<file path="src/rtl/cache_req_arbiter_if.sv">
// cache_req_arbiter_if: requester, cache and statistics signals; master = arbiter side, slave = requesters/cache side
interface cache_req_arbiter_if #(
  parameter int NREQ   = 2,
  parameter int ADDR_W = 32,
  parameter int CNT_W  = 12
);
  logic [NREQ-1:0]        req_valid;
  logic [NREQ-1:0]        req_write;
  logic [NREQ*ADDR_W-1:0] req_addr;
  logic [NREQ-1:0]        req_ready;
  logic                   cache_valid;
  logic                   cache_ready;
  logic [ADDR_W-1:0]      cache_addr;
  logic                   cache_write;
  logic                   cache_done;
  logic                   cache_hit;
  logic [NREQ-1:0]        resp_valid;
  logic                   resp_hit;
  logic                   resp_err;
  logic [CNT_W-1:0]       num_reads;
  logic [CNT_W-1:0]       num_writes;
  logic [CNT_W-1:0]       num_misses;
  modport master (
    input  req_valid, req_write, req_addr, cache_ready, cache_done, cache_hit,
    output req_ready, cache_valid, cache_addr, cache_write, resp_valid, resp_hit, resp_err,
           num_reads, num_writes, num_misses
  );
  modport slave (
    output req_valid, req_write, req_addr, cache_ready, cache_done, cache_hit,
    input  req_ready, cache_valid, cache_addr, cache_write, resp_valid, resp_hit, resp_err,
           num_reads, num_writes, num_misses
  );
endinterface

</file>
<file path="src/rtl/cache_req_arbiter.sv">
// cache_req_arbiter: round-robin sharing of one cache lookup engine; ports clk, reset (sync, active-high), bus (master side of cache_req_arbiter_if)
module cache_req_arbiter #(
  parameter int NREQ    = 2,
  parameter int ADDR_W  = 32,
  parameter int CNT_W   = 12,
  parameter int TIMEOUT = 255
) (
  input logic clk,
  input logic reset,
  cache_req_arbiter_if.master bus
);
  localparam int GW = (NREQ > 1) ? $clog2(NREQ) : 1;
  typedef enum logic [1:0] {IDLE, ISSUE, WAIT, RESP} state_t;
  state_t            r_state;
  logic [GW-1:0]     r_rr_ptr;
  logic [GW-1:0]     r_grant;
  logic [GW-1:0]     w_gnt;
  logic [GW-1:0]     w_idx;
  logic              w_any;
  logic [7:0]        r_wait_cnt;
  logic              r_hit;
  logic              r_err;
  logic              r_cache_valid;
  logic              r_cache_write;
  logic [ADDR_W-1:0] r_cache_addr;
  logic [NREQ-1:0]   r_resp_valid;
  logic [CNT_W-1:0]  r_num_reads;
  logic [CNT_W-1:0]  r_num_writes;
  logic [CNT_W-1:0]  r_num_misses;
  // scan from the farthest offset down so the nearest set requester after rr_ptr wins
  always_comb begin
    w_any = 1'b0;
    w_gnt = r_rr_ptr;
    w_idx = r_rr_ptr;
    for (int i = NREQ - 1; i >= 0; i--) begin
      w_idx = GW'((int'(r_rr_ptr) + i) % NREQ);
      if (bus.req_valid[w_idx]) begin
        w_any = 1'b1;
        w_gnt = w_idx;
      end
    end
  end
  assign bus.req_ready   = (r_state == IDLE && w_any) ? NREQ'(1) << w_gnt : '0;
  assign bus.cache_valid = r_cache_valid;
  assign bus.cache_addr  = r_cache_addr;
  assign bus.cache_write = r_cache_write;
  assign bus.resp_valid  = r_resp_valid;
  assign bus.resp_hit    = r_hit;
  assign bus.resp_err    = r_err;
  assign bus.num_reads   = r_num_reads;
  assign bus.num_writes  = r_num_writes;
  assign bus.num_misses  = r_num_misses;
  always_ff @(posedge clk) begin
    if (reset) begin
      r_state       <= IDLE;
      r_rr_ptr      <= '0;
      r_grant       <= '0;
      r_wait_cnt    <= '0;
      r_hit         <= 1'b0;
      r_err         <= 1'b0;
      r_cache_valid <= 1'b0;
      r_cache_write <= 1'b0;
      r_cache_addr  <= '0;
      r_resp_valid  <= '0;
      r_num_reads   <= '0;
      r_num_writes  <= '0;
      r_num_misses  <= '0;
    end else begin
      case (r_state)
        IDLE: if (w_any) begin
          r_cache_addr  <= bus.req_addr[int'(w_gnt) * ADDR_W +: ADDR_W];
          r_cache_write <= bus.req_write[w_gnt];
          r_grant       <= w_gnt;
          r_cache_valid <= 1'b1;
          r_state       <= ISSUE;
        end
        ISSUE: if (bus.cache_ready) begin
          r_cache_valid <= 1'b0;
          r_wait_cnt    <= '0;
          r_state       <= WAIT;
        end
        WAIT: begin
          r_wait_cnt <= r_wait_cnt + 8'd1;
          // a completion arriving on the timeout cycle is still a normal completion
          if (bus.cache_done || r_wait_cnt == 8'(TIMEOUT - 1)) begin
            r_hit        <= bus.cache_done & bus.cache_hit;
            r_err        <= ~bus.cache_done;
            r_resp_valid <= NREQ'(1) << r_grant;
            r_state      <= RESP;
          end
        end
        RESP: begin
          r_resp_valid <= '0;
          r_num_reads  <= r_num_reads + CNT_W'(!r_cache_write && r_num_reads != '1);
          r_num_writes <= r_num_writes + CNT_W'(r_cache_write && r_num_writes != '1);
          r_num_misses <= r_num_misses + CNT_W'(!r_hit && r_num_misses != '1);
          r_rr_ptr     <= (int'(r_grant) == NREQ - 1) ? '0 : r_grant + 1'b1;
          r_state      <= IDLE;
        end
      endcase
    end
  end
endmodule

</file>
<file path="src/flat_wrapper.sv">
// flat-port wrapper written by rule: the top's interface ports become plain ports
module cache_req_arbiter_flat 
#(
  parameter int NREQ    = 2,
  parameter int ADDR_W  = 32,
  parameter int CNT_W   = 12,
  parameter int TIMEOUT = 255
)
  (clk, reset, bus_req_valid, bus_req_write, bus_req_addr, bus_cache_ready, bus_cache_done, bus_cache_hit, bus_req_ready, bus_cache_valid, bus_cache_addr, bus_cache_write, bus_resp_valid, bus_resp_hit, bus_resp_err, bus_num_reads, bus_num_writes, bus_num_misses);
  cache_req_arbiter_if #(.NREQ(NREQ), .ADDR_W(ADDR_W), .CNT_W(CNT_W)) bus_i ();
  input logic clk;
  input logic reset;
  input wire logic [$bits(bus_i.req_valid)-1:0] bus_req_valid;
  input wire logic [$bits(bus_i.req_write)-1:0] bus_req_write;
  input wire logic [$bits(bus_i.req_addr)-1:0] bus_req_addr;
  input wire logic [$bits(bus_i.cache_ready)-1:0] bus_cache_ready;
  input wire logic [$bits(bus_i.cache_done)-1:0] bus_cache_done;
  input wire logic [$bits(bus_i.cache_hit)-1:0] bus_cache_hit;
  output wire logic [$bits(bus_i.req_ready)-1:0] bus_req_ready;
  output wire logic [$bits(bus_i.cache_valid)-1:0] bus_cache_valid;
  output wire logic [$bits(bus_i.cache_addr)-1:0] bus_cache_addr;
  output wire logic [$bits(bus_i.cache_write)-1:0] bus_cache_write;
  output wire logic [$bits(bus_i.resp_valid)-1:0] bus_resp_valid;
  output wire logic [$bits(bus_i.resp_hit)-1:0] bus_resp_hit;
  output wire logic [$bits(bus_i.resp_err)-1:0] bus_resp_err;
  output wire logic [$bits(bus_i.num_reads)-1:0] bus_num_reads;
  output wire logic [$bits(bus_i.num_writes)-1:0] bus_num_writes;
  output wire logic [$bits(bus_i.num_misses)-1:0] bus_num_misses;
  assign bus_i.req_valid = bus_req_valid;
  assign bus_i.req_write = bus_req_write;
  assign bus_i.req_addr = bus_req_addr;
  assign bus_i.cache_ready = bus_cache_ready;
  assign bus_i.cache_done = bus_cache_done;
  assign bus_i.cache_hit = bus_cache_hit;
  assign bus_req_ready = bus_i.req_ready;
  assign bus_cache_valid = bus_i.cache_valid;
  assign bus_cache_addr = bus_i.cache_addr;
  assign bus_cache_write = bus_i.cache_write;
  assign bus_resp_valid = bus_i.resp_valid;
  assign bus_resp_hit = bus_i.resp_hit;
  assign bus_resp_err = bus_i.resp_err;
  assign bus_num_reads = bus_i.num_reads;
  assign bus_num_writes = bus_i.num_writes;
  assign bus_num_misses = bus_i.num_misses;
  cache_req_arbiter #(.NREQ(NREQ), .ADDR_W(ADDR_W), .CNT_W(CNT_W), .TIMEOUT(TIMEOUT)) u_core (.clk(clk), .reset(reset), .bus(bus_i));
endmodule
</file>
<file path="config.mk">
export PLATFORM = sky130hd
export DESIGN_NAME = cache_req_arbiter_flat
export DESIGN_NICKNAME = d
export VERILOG_FILES = /design/src/rtl/cache_req_arbiter_if.sv /design/src/rtl/cache_req_arbiter.sv /design/src/flat_wrapper.sv
export SDC_FILE = /design/constraint.sdc
export NUM_CORES = 1
export LEC_CHECK = 0
export CAP_MARGIN = 20
export CORE_ASPECT_RATIO = 1.25
export CORE_MARGIN = 1
export CORE_UTILIZATION = 43
export DETAILED_ROUTE_END_ITERATION = 8
export PLACE_DENSITY = 0.83
export SYNTH_ARGS = -nofsm -noshare
export SYNTH_HDL_FRONTEND = slang
export SYNTH_SLANG_ARGS = --single-unit
</file>
<file path="constraint.sdc">
create_clock -name clk -period 2.45 [get_ports clk]
set_input_delay 0.49 -clock clk [delete_from_list [all_inputs] [get_ports clk]]
set_output_delay 0.49 -clock clk [all_outputs]
set_load 0.02 [all_outputs]
</file>
==> flow_metrics.py <==
metrics = {
    "run_status": {
        "run_status": "finished, final reports clean",
    },
    "clock_network": {
        "post_cts_buffers": 0,
        "post_cts_resize_count": 2,
        "tritoncts": "built",
        "cts_hold_repair.buffers": 0,
        "tritoncts.num_buffers": 9,
        "ctsHtreeMaxLevel": 3,
        "ctsLongestPathBuffers": 2,
        "cts_sinks": 86,
        "worst_skew_pair.late_latency_ns": 0.35,
        "clk_pin_slew_ns": 0.09,
        "ctsRootBufferMaster": "sky130_fd_sc_hd__clkbuf_8",
    },
    "setup_path": {
        "worstSetupPathType": "register to output pin",
        "worstPathRequired_ns": 1.96,
        "startpoint_type": "register",
        "setup.reg_to_reg.worst_slack_ns": 0.37,
        "critical_path_arrival_ns": 1.77,
        "endpoint_kind": "output pin",
        "critical_path.max_fanout": 5,
    },
    "placed_design": {
        "dpl.hpwl_um": 6956,
        "placement.io_buffers": 148,
        "gp_congestion": 0.7732,
        "placed_cell_area_um2": 5301,
        "worst_slack_placed_ns": -0.04083,
    },
    "sta": {
        "worst_slew_margin_rel_pct": 71.72,
        "rsz_0062_raised_after_global_routing": "false",
        "setup_slack_ns": 0.1900,
        "fin_crit_sh_pct": 92.25,
        "setup_violations": 0,
        "timing.clock.skew_ns": 0.01386,
        "post-route-min-period_ns": 2.260,
        "slew_violations": 0,
        "clock.fmax_mhz": 442.5,
        "finalHoldViolations": 0,
        "worst_pin_slew_ns": 0.4242,
        "timing.hold.ws_ns": 0.4780,
    },
    "floorplan": {
        "fp.dieW_um": 85.43,
        "floorplan.rows": 37,
        "die_area_um2": 9079,
        "boundaryPins": 149,
        "initial_core_util_pct": 44.89,
        "chip_height_um": 106.3,
        "floorplan.core_area_um2": 8333,
    },
    "synth": {
        "synth_flop_cell": "sky130_fd_sc_hd__dfxtp_1",
        "syn_area_um2": 3741,
        "synth-seq-cells": 86,
        "syn_nets": 491,
        "synth.distinct_cells": 41,
        "yosys_warnings": 0,
        "seq_area_frac_synth_pct": 46.02,
        "synthesis.area_per_instance_um2": 9.237,
        "synth_enable_flop_cells": 0,
        "asyncSetResetFlopFracSynth_pct": 0,
        "cells_after_synth": 405,
    },
    "power": {
        "power_switching_share_pct": 33.83,
        "total_power_mw": 4.106,
        "pwr-share-seq_pct": 42.1,
        "p_leak_nw": 1.989,
        "internal-power_mw": 2.717,
        "combinational_share_of_power_pct": 35.4,
        "p_sw_mw": 1.389,
        "pwr_density_nw_per_um2": 749.1,
        "share_of_power_burned_in_the_clock_network_pct": 22.4,
        "irDropWorstVdd_uv": 502.1,
    },
    "routing": {
        "wirelength_um": 9654,
        "routedWlPerCell_um": 14.88,
        "route.antenna.remaining_nets": 0,
        "drt_iter0_drc": 242,
        "routed_via_density": 5.578,
        "drc": 0,
        "drt_pre_antenna_iters": 8,
        "vias": 3620,
    },
    "grt": {
        "globalRouteTotalUtil_pct": 21.97,
        "antenna_found_initial": 0,
        "maximum_number_of_pins_on_one_net_before_global_route_repair": 35,
        "grt_remaining_overflow": 0,
        "vias_in_the_first_global_route": 3561,
        "grt_pass1_wl_um": 15940,
    },
    "flow_run": {
        "maxCapViolCount": 0,
    },
    "final_layout": {
        "antenna-diode-count": 0,
        "fin_util_pct": 65.78,
        "n_fill_cell": 694,
        "post-route-cell-area_um2": 5482,
        "total_number_of_nets_in_the_final_design": 633,
        "post_route_cells_drive_above_1_share_pct": 6.703,
        "area_growth_pct": 46.52,
    },
    "min_path": {
        "hold_path.class": "register to register",
    },
}
==> final timing paths <==
check / start / end / cells after the start
worst max-delay path: u_core.r_state[0]$_SDFFE_PP0P_ / bus_req_ready[0] / 5
worst min-delay path: u_core.bus.cache_valid$_SDFFE_PP0P_ / u_core.bus.cache_valid$_SDFFE_PP0P_ / 2
worst max register to register: u_core.bus.num_misses[4]$_SDFFE_PP0P_ / u_core.bus.num_misses[8]$_SDFFE_PP0P_ / 8
worst min register to register: u_core.bus.cache_valid$_SDFFE_PP0P_ / u_core.bus.cache_valid$_SDFFE_PP0P_ / 2
==> sequential cells by signal, indices dropped and copies added (netlist names) <==
register                count
u_core.bus.cache_valid      1
u_core.bus.cache_write      1
u_core.r_wait_cnt           8
u_core.r_grant              1
u_core.bus.num_writes      12
u_core.bus.resp_valid       2
u_core.r_rr_ptr             1
u_core.r_state              2
u_core.bus.cache_addr      32
u_core.bus.num_reads       12
u_core.bus.resp_hit         1
u_core.bus.num_misses      12
u_core.bus.resp_err         1
==> layout by cell type, fill, tap and decap left out, types with 8 or more instances in the layout <==
cell,netlist,final
sky130_fd_sc_hd__dfxtp_1,86,86
sky130_fd_sc_hd__xnor2_1,8,8
sky130_fd_sc_hd__xor2_1,20,20
sky130_fd_sc_hd__a21oi_1,15,15
sky130_fd_sc_hd__clkbuf_8,0,11
sky130_fd_sc_hd__o21ai_0,12,12
sky130_fd_sc_hd__nand4_1,12,12
sky130_fd_sc_hd__ha_1,13,13
sky130_fd_sc_hd__nor2_1,76,76
sky130_fd_sc_hd__clkdlybuf4s50_1,0,145
sky130_fd_sc_hd__nand3_1,11,11
sky130_fd_sc_hd__nand2_1,25,25
sky130_fd_sc_hd__a222oi_1,33,33
==> through the flow <==
step / cells / TNS [ns]
finish: 649 / 0
detailed placement: 633 / -0.08101
floorplan: 405 / 0
global placement: 633 / -0.1067
global route: 649 / 0
CTS: 649 / 0
==> area by class of cell <==
class,count,area (um^2),share of cell area [%]
clock inverters,5,31.28,0.5706
inverters,5,18.77,0.3424
clock buffers,11,151.4,2.762
well taps,97,121.4,2.214
flip-flops and latches,86,1722,31.41
multi-input cells,289,1891,34.49
repair buffers,156,1546,28.21
==> synth_stat cells, types with 2 or more instances <==
cell	instances	area, um^2
sky130_fd_sc_hd__nor3_1	6	30.03
sky130_fd_sc_hd__inv_1	5	18.77
sky130_fd_sc_hd__nand4_2	2	25.02
sky130_fd_sc_hd__nand2_1	25	93.84
sky130_fd_sc_hd__dfxtp_1	86	1722
sky130_fd_sc_hd__nand4_1	12	75.07
sky130_fd_sc_hd__and4_1	5	43.79
sky130_fd_sc_hd__a222oi_1	33	330.3
sky130_fd_sc_hd__and2_1	2	12.51
sky130_fd_sc_hd__and3_1	5	31.28
sky130_fd_sc_hd__o21ai_0	12	60.06
sky130_fd_sc_hd__nand3_1	11	55.05
sky130_fd_sc_hd__nor2_1	76	285.3
sky130_fd_sc_hd__nand2b_1	5	31.28
sky130_fd_sc_hd__a41oi_1	2	17.52
sky130_fd_sc_hd__a21oi_1	15	75.07
sky130_fd_sc_hd__a211oi_1	2	15.01
sky130_fd_sc_hd__nor2b_1	4	25.02
sky130_fd_sc_hd__mux2i_1	7	70.07
sky130_fd_sc_hd__a21oi_2	2	17.52
sky130_fd_sc_hd__or3_1	7	43.79
sky130_fd_sc_hd__xor2_1	20	175.2
sky130_fd_sc_hd__clkbuf_1	11	41.29
sky130_fd_sc_hd__xnor2_1	8	70.07
sky130_fd_sc_hd__buf_2	12	60.06
sky130_fd_sc_hd__ha_1	13	162.7
sky130_fd_sc_hd__nor4_2	3	37.54
==> power groups by stage <==
stage,sequential [mW],clock [mW],combinational (mW)
floorplan,1.94,0,0.640
global placement,1.75,0,1.45
detailed placement,1.75,0,1.47
CTS,1.73,0.948,1.47
global route,1.75,1.02,1.58
finish,1.73,0.921,1.46
==> worst max-delay path: stages (launching register included) <==
cell and delay [ns]:
sky130_fd_sc_hd__dfxtp_1 0.35, sky130_fd_sc_hd__inv_1 0.11, sky130_fd_sc_hd__ha_1 0.26, sky130_fd_sc_hd__nand2_1 0.09, sky130_fd_sc_hd__a21oi_2 0.22, sky130_fd_sc_hd__dlygate4sd2_1 0.38
==> per-layer routing <==
layer  global-route usage, %  wire (um)  vias to the layer above  part of all wire, %
li1                        -          -                     1766                    -
met1                   24.91       3795                     1687                   39
met2                   37.20       4769                      149                   49
met3                   6.366        831                       18                  8.6
met4                   11.31        258                        0                  2.7
met5                       0          0                        -                    0
==> logic make-up (layout without fill, tap and decap cells) <==
family / after synthesis / in the layout / synth area share, %
multiplexers: 8 / 8 / 2.274
adder cells (fa/ha/maj): 13 / 13 / 4.348
buffers and inverters: 30 / 177 / 3.545
AND/OR/NAND/NOR: 167 / 167 / 21.97
AO/OA/AOI/OAI: 73 / 73 / 15.28
XOR/XNOR: 28 / 28 / 6.555
flip-flops: 86 / 86 / 46.02
(Power assumes the default switching activity.)
